==> src/rtl/fifo_wr_arbiter.sv <==
// Round-robin arbiter for the single write port of a shared fifo.
// Each grant latches one client word and issues a one-cycle write strobe with one cycle of setup and hold.
module fifo_wr_arbiter #(
  parameter  int NUM_REQ     = 4,
  parameter  int DATA_WIDTH  = 8,
  parameter  int SYNC_STAGES = 2,
  localparam int GW          = (NUM_REQ > 1) ? $clog2(NUM_REQ) : 1
) (
  input  logic                          clk_i,
  input  logic                          n_reset_i,
  input  logic [NUM_REQ-1:0]            req_i,
  input  logic [NUM_REQ*DATA_WIDTH-1:0] data_i,
  output logic [NUM_REQ-1:0]            ack_o,
  output logic [GW-1:0]                 grant_o,
  output logic                          busy_o,
  output logic [DATA_WIDTH-1:0]         fifo_data_o,
  output logic                          fifo_wr_o,
  input  logic                          fifo_full_i
);

  typedef enum logic [1:0] {IDLE, SETUP, STROBE, RECOVER} state_e;

  localparam int              CW       = $clog2(SYNC_STAGES + 1);
  localparam logic [CW-1:0]   REC_LAST = CW'(SYNC_STAGES - 1);
  localparam logic [GW:0]     NR       = (GW + 1)'(NUM_REQ);
  localparam logic [GW-1:0]   LAST_RST = GW'(NUM_REQ - 1);

  state_e                  state_q, state_d;
  logic [SYNC_STAGES-1:0]  full_sync_q;
  logic                    full_s;
  logic [DATA_WIDTH-1:0]   data_q, data_d;
  logic [GW-1:0]           grant_q, grant_d;
  logic [GW-1:0]           last_q, last_d;
  logic [CW-1:0]           cnt_q, cnt_d;
  logic                    wr_q, wr_d;
  logic [NUM_REQ-1:0]      ack_q, ack_d;

  logic [NUM_REQ-1:0][DATA_WIDTH-1:0] data_a;
  logic                    pick_vld;
  logic [GW-1:0]           pick;

  assign data_a = data_i;

  always_ff @(posedge clk_i or negedge n_reset_i) begin
    if (!n_reset_i) full_sync_q <= '0;
    else            full_sync_q <= (full_sync_q << 1) | SYNC_STAGES'(fifo_full_i);
  end
  assign full_s = full_sync_q[SYNC_STAGES-1];

  // Scan from the farthest offset down so the nearest requester after last_q wins.
  always_comb begin
    logic [GW:0] idx;
    pick_vld = 1'b0;
    pick     = '0;
    idx      = '0;
    for (int i = NUM_REQ; i >= 1; i--) begin
      idx = {1'b0, last_q} + (GW + 1)'(i);
      if (idx >= NR) idx = idx - NR;
      if (req_i[idx[GW-1:0]]) begin
        pick_vld = 1'b1;
        pick     = idx[GW-1:0];
      end
    end
  end

  always_comb begin
    state_d = state_q;
    data_d  = data_q;
    grant_d = grant_q;
    last_d  = last_q;
    cnt_d   = cnt_q;
    wr_d    = 1'b0;
    ack_d   = '0;
    case (state_q)
      IDLE: if (pick_vld && !full_s) begin
        state_d = SETUP;
        data_d  = data_a[pick];
        grant_d = pick;
        last_d  = pick;
      end
      SETUP: begin
        state_d = STROBE;
        wr_d    = 1'b1;
      end
      STROBE: begin
        state_d         = RECOVER;
        cnt_d           = REC_LAST;
        ack_d[grant_q]  = 1'b1;
      end
      RECOVER: begin
        // Lingering here lets full_s catch up with the word just written.
        if (cnt_q == '0) state_d = IDLE;
        else             cnt_d   = cnt_q - CW'(1);
      end
      default: state_d = IDLE;
    endcase
  end

  always_ff @(posedge clk_i or negedge n_reset_i) begin
    if (!n_reset_i) begin
      state_q <= IDLE;
      data_q  <= '0;
      grant_q <= '0;
      last_q  <= LAST_RST;
      cnt_q   <= '0;
      wr_q    <= 1'b0;
      ack_q   <= '0;
    end else begin
      state_q <= state_d;
      data_q  <= data_d;
      grant_q <= grant_d;
      last_q  <= last_d;
      cnt_q   <= cnt_d;
      wr_q    <= wr_d;
      ack_q   <= ack_d;
    end
  end

  assign ack_o       = ack_q;
  assign grant_o     = grant_q;
  assign busy_o      = (state_q != IDLE);
  assign fifo_data_o = data_q;
  assign fifo_wr_o   = wr_q;

endmodule

==> config.mk <==
export PLATFORM = sky130hd
export DESIGN_NAME = fifo_wr_arbiter
export DESIGN_NICKNAME = d
export VERILOG_FILES = /design/src/rtl/fifo_wr_arbiter.sv
export SDC_FILE = /design/constraint.sdc
export NUM_CORES = 1
export LEC_CHECK = 0
export BUFFER_PORTS_ARGS = -buffer_cell sky130_fd_sc_hd__buf_2
export CAP_MARGIN = 40
export CORE_MARGIN = 1.5
export CORE_UTILIZATION = 30
export DETAILED_ROUTE_END_ITERATION = 12
export PLACE_DENSITY = 0.55
export SETUP_SLACK_MARGIN = 0.1
export SLEW_MARGIN = 10
export SYNTH_ARGS = -nofsm -noshare
export SYNTH_HDL_FRONTEND = slang
export SYNTH_SLANG_ARGS = --single-unit
==> constraint.sdc <==
create_clock -name clk_i -period 1.9 [get_ports clk_i]
set_input_delay 0.095 -clock clk_i [delete_from_list [all_inputs] [get_ports clk_i]]
set_output_delay 0.095 -clock clk_i [all_outputs]
set_load 0.01 [all_outputs]
==> flow_metrics.env, run 1 <==
export IMPL_outcome="finished, violations left"
export IMPL_violations="negative setup slack"
export IMPL_cp_slowest_cell="dfstp_2"
export IMPL_tightest_slew_ps=505
export IMPL_top_layer_used="met4"
export IMPL_initial_core_util_pct=32.0
export IMPL_cts_root_buf="clkbuf_8"
export IMPL_fmax_mhz=523
export IMPL_worstHoldPathType="in2reg"
export IMPL_yosysMostFrequentCell="dfrtp_1"
export IMPL_peakVddDrop_mv=0.474
export IMPL_ys_ff_latch=23
export IMPL_dieWidth_um=66.4
export IMPL_seq_power_share_pct=36.0
export IMPL_tns_ps=-11.8
export IMPL_setup_viol=1
export IMPL_cts_tree="yes"
export IMPL_placedCellCount=214
export IMPL_endpoint_kind="flip-flop"
export IMPL_wl_met1_um=1290
export IMPL_clkPwrFrac_pct=12.6
export IMPL_final_hold_violation_count=0
export IMPL_power_total_mw=2.34
export IMPL_cts_sinks=23
export IMPL_fin_nets=222
export IMPL_grtUsageTotal_pct=12.2
export IMPL_avgSynthCellArea_sq_um=10.7
export IMPL_worstPathCellList="nand2b_4, a21oi_4, a311oi_4, buf_6, buf_12, mux2i_1, o221ai_1"
export IMPL_nFillCells=347
export IMPL_ys_flop_type="dfrtp_1"
export IMPL_htree_levels=1
export IMPL_crit_path_max_fanout=6
export IMPL_synth_nets=158
export IMPL_path_class="reg2reg"
export IMPL_synthTopCellsByCount="21 x dfrtp_1, 17 x mux2i_1, 17 x nand2_1, 8 x o221ai_1, 7 x inv_1"
export IMPL_antenna_cells=0
export IMPL_drive_above_1_share_pct=40.3
export IMPL_yosysUniqueCellTypes=29
export IMPL_synth_area_leaders="dfrtp_1 44%, mux2i_1 14%, ha_1 6.2%"
export IMPL_vias=1059
export IMPL_final_instance_count_excl_fill=224
export IMPL_drv_slew=0
export IMPL_required_ps=2010
export IMPL_die_y_um=66.4
export IMPL_drt_iter0_markers=27
export IMPL_die_area_sq_um=4410
export IMPL_p_int_mw=1.47
export IMPL_wl_met3_um=93
export IMPL_grt_pass1_vias=968
export IMPL_critPathMaxStageDelay_ps=600
export IMPL_p_comb_share_pct=51.4
export IMPL_route_met2_wl_um=1440
export IMPL_clkSlewWorstSetupHoldPaths_ps=80
export IMPL_synthCells=113
export IMPL_place_ws_ps=98.9
export IMPL_rsz0062_at_grt="yes"
export IMPL_area_growth_pct=42.0
export IMPL_period_needed_ps=1910
export IMPL_ys_seq_area_share_pct=47.9
export IMPL_grt_pass1_wl_um=4120
export IMPL_p_sw_share_pct=37.3
export IMPL_cts_buffers=3
export IMPL_yosysWarnings=0
export IMPL_io_pins=55
export IMPL_wirelength_um=2870
export IMPL_worstPathArrival_ps=2030
export IMPL_synth_top_area_cell="dfrtp_1"
export IMPL_post_route_period_util_pct=101
export IMPL_antenna_found_initial=0
export IMPL_vias_per_cell=4.73
export IMPL_grt_max_degree=24
export IMPL_hpwl_um=2040
export IMPL_setup_slack_ps=-11.8
export IMPL_first_pass_iters=4
export IMPL_finClkSkew_ps=1.42
export IMPL_drv_cap=0
export IMPL_placementRows=22
export IMPL_yosysTopAreaCellShare_pct=43.5
export IMPL_synth_edf_count=0
export IMPL_core_area_sq_um=3770
export IMPL_p_sw_mw=0.874
export IMPL_clk_latency_ps=260
export IMPL_start_kind="flip-flop"
export IMPL_ant_nets=0
export IMPL_numPortBuffers=54
export IMPL_max_slew_margin_pct=66.4
export IMPL_async_flop_share_pct=100
export IMPL_gp_congestion=0.761
export IMPL_powerDensity_nw_per_um2=1370
export IMPL_cts_buffer_depth=2
export IMPL_grt_ovfl_total=0
export IMPL_syn_area_sq_um=1210
export IMPL_power_leakage_nw=0.901
export IMPL_drc_errors=0
export IMPL_holdWs_ps=134
export IMPL_post_drt_wl_per_cell_um=12.8
-- worst paths after layout --
path                           startpoint              to  slack (ps)  cells after the start
hold / removal                 data_i[11]  fifo_data_o[3]         130                      3
hold reg to reg            full_sync_q[0]  full_sync_q[1]         360                      0
min in group asynchronous       n_reset_i      state_q[0]         330                      2
setup / recovery                last_q[1]  fifo_data_o[1]         -10                      7
setup reg to reg                last_q[1]  fifo_data_o[1]         -10                      7
max in group asynchronous       n_reset_i       last_q[0]        1210                      2
-- cells in the final DEF (no fill, tap or decap), types with 3 or more instances in the layout --
cell type  instances
buf_2             54
dfrtp_1           21
nand2_1           17
mux2i_1           15
o221ai_1           8
inv_1              7
ha_1               6
nor2_1             5
a21oi_1            5
nor3_1             3
clkbuf_8           3
buf_4              3
-- area by class of cell --
class / count / area [sq um] / area share [%]
clock buffers: 4 / 45.0 / 2.63
inverters: 7 / 26.3 / 1.53
multi-input cells: 79 / 611 / 35.6
repair buffers: 63 / 394 / 23.0
well taps: 48 / 60.1 / 3.50
flip-flops and latches: 23 / 578 / 33.7
-- through the flow --
step           utilization (%)  instance area (sq um)
4_1_cts                   43.1                   1630
3_5_place_dp              41.2                   1550
2_1_floorplan                -                   1210
5_1_grt                   45.5                   1710
6_report                  45.5                   1710
3_3_place_gp              41.2                   1550
-- power by group through the flow --
stage          sequential (mW)  clock (mW)  combinational (mW)
2_1_floorplan            0.884           0               0.662
4_1_cts                  0.841       0.308                1.08
3_3_place_gp             0.842           0                1.03
5_1_grt                  0.866       0.328                1.34
3_5_place_dp             0.850           0                1.06
6_report                 0.842       0.295                1.20
-- state kept, by name, summed over array words and instances (netlist names) --
register,flops
state_q,2
fifo_wr_o,1
cnt_q,2
fifo_data_o,8
full_sync_q,2
grant_o,2
last_q,2
ack_o,4
-- metal layers --
metal,global-route usage [%],vias to the layer above
met2,19.5,23
li1,-,532
met3,1.70,4
met5,0,-
met1,16.5,500
met4,4.59,0
-- worst max-delay path, delay by kind of cell, from the launching register on --
family	cells	cell delay (ps)
AO/OA/AOI/OAI	3	480
buffers and inverters	2	290
flip-flops	1	600
multiplexers	1	250
AND/OR/NAND/NOR	1	150
-- logic make-up (layout without fill, tap and decap cells) --
family	after synthesis	in the layout	share of synthesized area, %
AO/OA/AOI/OAI	21	21	12.4
XOR/XNOR	1	1	0.726
AND/OR/NAND/NOR	33	33	12.5
flip-flops	23	23	47.9
adder cells (fa/ha/maj)	6	6	6.22
multiplexers	18	18	15.0
buffers and inverters	11	74	5.18
-- timing repair --
action	4_1_cts	5_1_grt
endpoints found under the hold margin	22	0
hold buffers	2	0
endpoints found under the setup margin	2	8
gates cloned	0	2
setup buffers	1	1
pin swaps	0	3
resized for setup	0	6
(Power assumes the default switching activity.)
==> inputs of run 2 (changes only) <==
--- a/config.mk
+++ b/config.mk
@@ -7,12 +7,11 @@
 export LEC_CHECK = 0
 export BUFFER_PORTS_ARGS = -buffer_cell sky130_fd_sc_hd__buf_2
 export CAP_MARGIN = 40
-export CORE_MARGIN = 1.5
 export CORE_UTILIZATION = 30
 export DETAILED_ROUTE_END_ITERATION = 12
 export PLACE_DENSITY = 0.55
-export SETUP_SLACK_MARGIN = 0.1
-export SLEW_MARGIN = 10
+export SETUP_SLACK_MARGIN = 0.3
+export SLEW_MARGIN = 40
 export SYNTH_ARGS = -nofsm -noshare
 export SYNTH_HDL_FRONTEND = slang
 export SYNTH_SLANG_ARGS = --single-unit
==> flow_metrics.env, run 2 (same netlist as run 1, synthesis figures left out) <==
export IMPL_cts_sinks=23
export IMPL_crit_path_max_fanout=9
export IMPL_cts_buffers=3
export IMPL_endpoint_kind="flip-flop"
export IMPL_path_class="reg2reg"
export IMPL_fmax_mhz=557
export IMPL_dieWidth_um=65.4
export IMPL_final_cell_mix="54 x buf_2, 21 x dfrtp_1, 17 x nand2_1, 16 x mux2i_1, 8 x o221ai_1"
export IMPL_initial_core_util_pct=32.0
export IMPL_gp_congestion=0.764
export IMPL_wirelength_um=2870
export IMPL_setup_viol=0
export IMPL_start_kind="flip-flop"
export IMPL_worstHoldPathType="in2reg"
export IMPL_post_drt_wl_per_cell_um=12.7
export IMPL_crit_end="fifo_data_o[5]"
export IMPL_reg2reg_slack_ps=110
export IMPL_largest_reg_flops=8
export IMPL_cts_root_buf="clkbuf_8"
export IMPL_r2r_end="fifo_data_o[5]"
export IMPL_tightest_slew_ps=530
export IMPL_die_y_um=65.4
export IMPL_critPathMaxStageDelay_ps=570
export IMPL_p_sw_share_pct=37.8
export IMPL_post_route_period_util_pct=94.5
export IMPL_power_leakage_nw=0.919
export IMPL_finClkSkew_ps=1.19
export IMPL_setup_slack_ps=105
export IMPL_area_growth_pct=44.7
export IMPL_max_slew_margin_pct=64.7
export IMPL_final_common_cell="buf_2"
export IMPL_grt_max_degree=24
export IMPL_antenna_cells=0
export IMPL_drc_errors=0
export IMPL_critPathTopFamily="flip-flops"
export IMPL_cp_startpoint="last_q[1]"
export IMPL_p_comb_share_pct=52.7
export IMPL_p_int_mw=1.50
export IMPL_final_hold_violation_count=0
export IMPL_powerDensity_nw_per_um2=1380
export IMPL_rr_startpoint="last_q[1]"
export IMPL_core_area_sq_um=3770
export IMPL_cts_buffer_depth=2
export IMPL_seq_power_share_pct=34.8
export IMPL_numPortBuffers=54
export IMPL_drv_cap=0
export IMPL_outcome="finished clean"
export IMPL_htree_levels=1
export IMPL_vias=1098
export IMPL_io_pins=55
export IMPL_period_needed_ps=1790
export IMPL_rsz0062_at_grt="yes"
export IMPL_cp_depth=7
export IMPL_drive_above_1_share_pct=43.8
export IMPL_tns_ps=0
export IMPL_clk_latency_ps=260
export IMPL_rr_worst_depth=7
export IMPL_peakVddDrop_mv=0.467
export IMPL_worstPathCellList="nand2b_4, a21oi_4, a311oi_4, buf_6, buf_12, mux2i_2, o221ai_1"
export IMPL_grt_ovfl_total=0
export IMPL_first_pass_iters=4
export IMPL_drt_iter0_markers=38
export IMPL_place_ws_ps=87.2
export IMPL_grtUsageTotal_pct=15.0
export IMPL_clkSlewWorstSetupHoldPaths_ps=80
export IMPL_grt_pass1_vias=1107
export IMPL_clkPwrFrac_pct=12.5
export IMPL_drv_slew=0
export IMPL_ant_nets=0
export IMPL_cp_slowest_cell="dfstp_2"
export IMPL_placementRows=22
export IMPL_antenna_found_initial=0
export IMPL_required_ps=2030
export IMPL_die_area_sq_um=4280
export IMPL_grt_pass1_wl_um=4900
export IMPL_p_sw_mw=0.914
export IMPL_cts_tree="yes"
export IMPL_path_buf_inv=2
export IMPL_worstPathArrival_ps=1930
export IMPL_fin_nets=224
export IMPL_hpwl_um=2040
export IMPL_vias_per_cell=4.86
[run 2: power by group through the flow]
| stage | registers [mW] | logic (mW) | clock network [mW] |
|---|---|---|---|
| 5_1_grt | 0.874 | 1.42 | 0.337 |
| 3_5_place_dp | 0.848 | 1.07 | 0 |
| 3_3_place_gp | 0.842 | 1.03 | 0 |
| 4_1_cts | 0.841 | 1.23 | 0.311 |
| 6_report | 0.841 | 1.27 | 0.301 |
| 2_1_floorplan | 0.884 | 0.662 | 0 |
[run 2: repair_timing]
| action | CTS | global route |
|---|---|---|
| cloned | 1 | 0 |
| setup buffers | 4 | 1 |
| setup endpoints to repair | 8 | 11 |
| pin swaps | 1 | 2 |
| hold buffers | 2 | 0 |
| resized for setup | 6 | 7 |
| endpoints found under the hold margin | 22 | 0 |
[run 2: stage by stage]
step / cells / hold slack [ps] / power [mW] / utilization (%) / area, sq um
floorplan: 113 / -201 / 1.55 / - / 1210
global placement: 214 / 100 / 1.87 / 41.2 / 1550
detailed placement: 214 / 109 / 1.91 / 41.2 / 1550
CTS: 225 / 132 / 2.38 / 45.2 / 1700
global route: 226 / 142 / 2.63 / 46.3 / 1750
finish: 226 / 130 / 2.42 / 46.3 / 1750
[run 2: final cells by class]
class / count / area, sq um
clock buffers: 3 / 41.3
clock inverters: 1 / 5.00
multi-input cells: 79 / 638
fillers: 343 / 2020
flip-flops and latches: 23 / 578
well taps: 48 / 60.1
inverters: 7 / 26.3
repair buffers: 65 / 398
[run 2: per-layer routing]
metal | share of wire (%) | vias to the layer above | wire length [um] | track usage [%]
li1 | - | 535 | - | -
met1 | 43 | 528 | 1230 | 19.0
met2 | 50 | 29 | 1440 | 24.0
met3 | 4.7 | 6 | 136 | 2.95
met4 | 1.9 | 0 | 55 | 7.88
met5 | 0 | - | 0 | 0
[run 2: worst min path at each step]
stage | cells past startpoint | slack, ps | from | endpoint
global placement | 1 | 100 | n_reset_i | state_q[0]
floorplan | 0 | -200 | n_reset_i | ack_o[0]
finish | 3 | 130 | data_i[14] | fifo_data_o[6]
CTS | 3 | 130 | data_i[11] | fifo_data_o[3]
global route | 3 | 140 | data_i[3] | fifo_data_o[3]
detailed placement | 1 | 110 | n_reset_i | state_q[0]
[run 2: worst min-delay path, cell delays in order]
cell and delay [ps]:
buf_2 70, mux2i_1 50, o221ai_1 130
==> inputs of run 3 (changes only) <==
==> constraint.sdc (replaced) <==
create_clock -name clk_i -period 2 [get_ports clk_i]
set_input_delay 0.1 -clock clk_i [delete_from_list [all_inputs] [get_ports clk_i]]
set_output_delay 0.1 -clock clk_i [all_outputs]
set_load 0.01 [all_outputs]
==> flow_metrics.env, run 3 (same netlist as run 1, synthesis figures left out) <==
export IMPL_cts_tree="yes"
export IMPL_peakVddDrop_mv=0.534
export IMPL_worstPathCellList="nand2b_4, a21oi_2, a311oi_4, buf_4, buf_16, mux2i_1, o221ai_1"
export IMPL_place_ws_ps=186
export IMPL_clk_latency_ps=260
export IMPL_initial_core_util_pct=32.0
export IMPL_die_area_sq_um=4280
export IMPL_regArea_sq_um=578
export IMPL_power_leakage_nw=0.934
export IMPL_utilization_pct=46.9
export IMPL_final_common_cell="buf_2"
export IMPL_clkSlewWorstSetupHoldPaths_ps=80
export IMPL_gp_congestion=0.732
export IMPL_grt_max_degree=24
export IMPL_outcome="finished clean"
export IMPL_drv_cap=0
export IMPL_endpoint_kind="flip-flop"
export IMPL_worstHoldPathType="in2reg"
export IMPL_holdWs_ps=138
export IMPL_finClkSkew_ps=2.77
export IMPL_powerDensity_nw_per_um2=1320
export IMPL_placedCellCount=214
export IMPL_max_slew_margin_pct=66.6
export IMPL_core_area_sq_um=3770
export IMPL_worstPathArrival_ps=1920
export IMPL_cts_root_buf="clkbuf_8"
export IMPL_setup_viol=0
export IMPL_final_instance_count_excl_fill=228
export IMPL_rsz0062_at_grt="yes"
export IMPL_start_kind="flip-flop"
export IMPL_vias=1092
export IMPL_hpwl_um=2010
export IMPL_nFillCells=364
export IMPL_drt_iter0_markers=36
export IMPL_final_hold_violation_count=0
export IMPL_fin_nets=226
export IMPL_placementRows=22
export IMPL_grt_pass1_vias=972
export IMPL_multi_input_area_sq_um=627
export IMPL_tns_ps=0
export IMPL_wirelength_um=2830
export IMPL_post_drt_wl_per_cell_um=12.4
export IMPL_htree_levels=1
export IMPL_drv_slew=0
export IMPL_crit_path_max_fanout=8
export IMPL_vias_per_cell=4.79
export IMPL_tightest_slew_ps=501
export IMPL_ant_nets=0
export IMPL_cts_sinks=23
export IMPL_setup_slack_ps=209
export IMPL_drc_errors=0
export IMPL_grtUsageTotal_pct=13.7
export IMPL_critPathMaxStageDelay_ps=560
export IMPL_antenna_cells=0
export IMPL_drive_above_1_share_pct=43.9
export IMPL_die_y_um=65.4
export IMPL_post_route_period_util_pct=89.6
export IMPL_final_cell_mix="54 x buf_2, 21 x dfrtp_1, 17 x mux2i_1, 16 x nand2_1, 8 x o221ai_1"
export IMPL_required_ps=2130
export IMPL_fmax_mhz=558
export IMPL_area_growth_pct=46.5
export IMPL_cp_slowest_cell="dfstp_2"
export IMPL_numPortBuffers=54
export IMPL_grt_ovfl_total=0
export IMPL_cts_buffers=3
export IMPL_io_pins=55
export IMPL_cts_buffer_depth=2
export IMPL_largest_reg_flops=8
export IMPL_path_class="reg2reg"
export IMPL_period_needed_ps=1790
export IMPL_first_pass_iters=4
export IMPL_dieWidth_um=65.4
export IMPL_antenna_found_initial=0
export IMPL_grt_pass1_wl_um=4370
## run 3: cell type report
class | count | area share (%)
inverters | 7 | 1.49
well taps | 48 | 3.39
multi-input cells | 79 | 35.4
repair buffers | 67 | 24.5
flip-flops and latches | 23 | 32.7
clock buffers | 4 | 2.55
## run 3: what timing repair did
action                     4_1_cts  5_1_grt
setup buffers                    5        1
hold buffers                     2        0
hold endpoints to repair        22        0
gates resized for setup          7        6
pin swaps                        3        2
gates cloned                     2        0
setup endpoints to repair        8       10
## run 3: path summary, 6_finish.rpt
kind,start,slack [ps],depth (start not counted),endpoint
worst max-delay path,last_q[1],210,7,fifo_data_o[1]
worst min-delay path,data_i[15],140,3,fifo_data_o[7]
worst max register to register,last_q[1],210,7,fifo_data_o[1]
worst min register to register,full_sync_q[0],360,0,full_sync_q[1]
max in group asynchronous,n_reset_i,1290,2,last_q[1]
min in group asynchronous,n_reset_i,350,2,state_q[0]
## run 3: metrics by stage
stage	instance area (sq um)	power, mW
detailed placement	1550	1.81
global route	1770	2.51
finish	1770	2.34
CTS	1740	2.31
floorplan	1210	1.47
global placement	1550	1.78
## run 3: per-layer routing
metal	global-route usage, %	vias up	wire (um)
met4	6.52	0	38
met5	0	-	0
li1	-	537	-
met1	18.0	526	1300
met2	21.8	27	1410
met3	2.08	2	86
## run 3: where the power goes
group          total (mW)  switching (mW)  internal [mW]  leakage [nW]
sequential          0.796           0.131          0.665         0.282
combinational        1.26           0.597          0.665         0.629
clock               0.278           0.136          0.142        0.0228
total                2.34           0.864           1.47         0.934
## run 3: critical path: cells and delay by family, from the launching register on
kind	cells	cell delay, ps
AO/OA/AOI/OAI	3	470
buffers and inverters	2	320
flip-flops	1	560
multiplexers	1	180
AND/OR/NAND/NOR	1	120
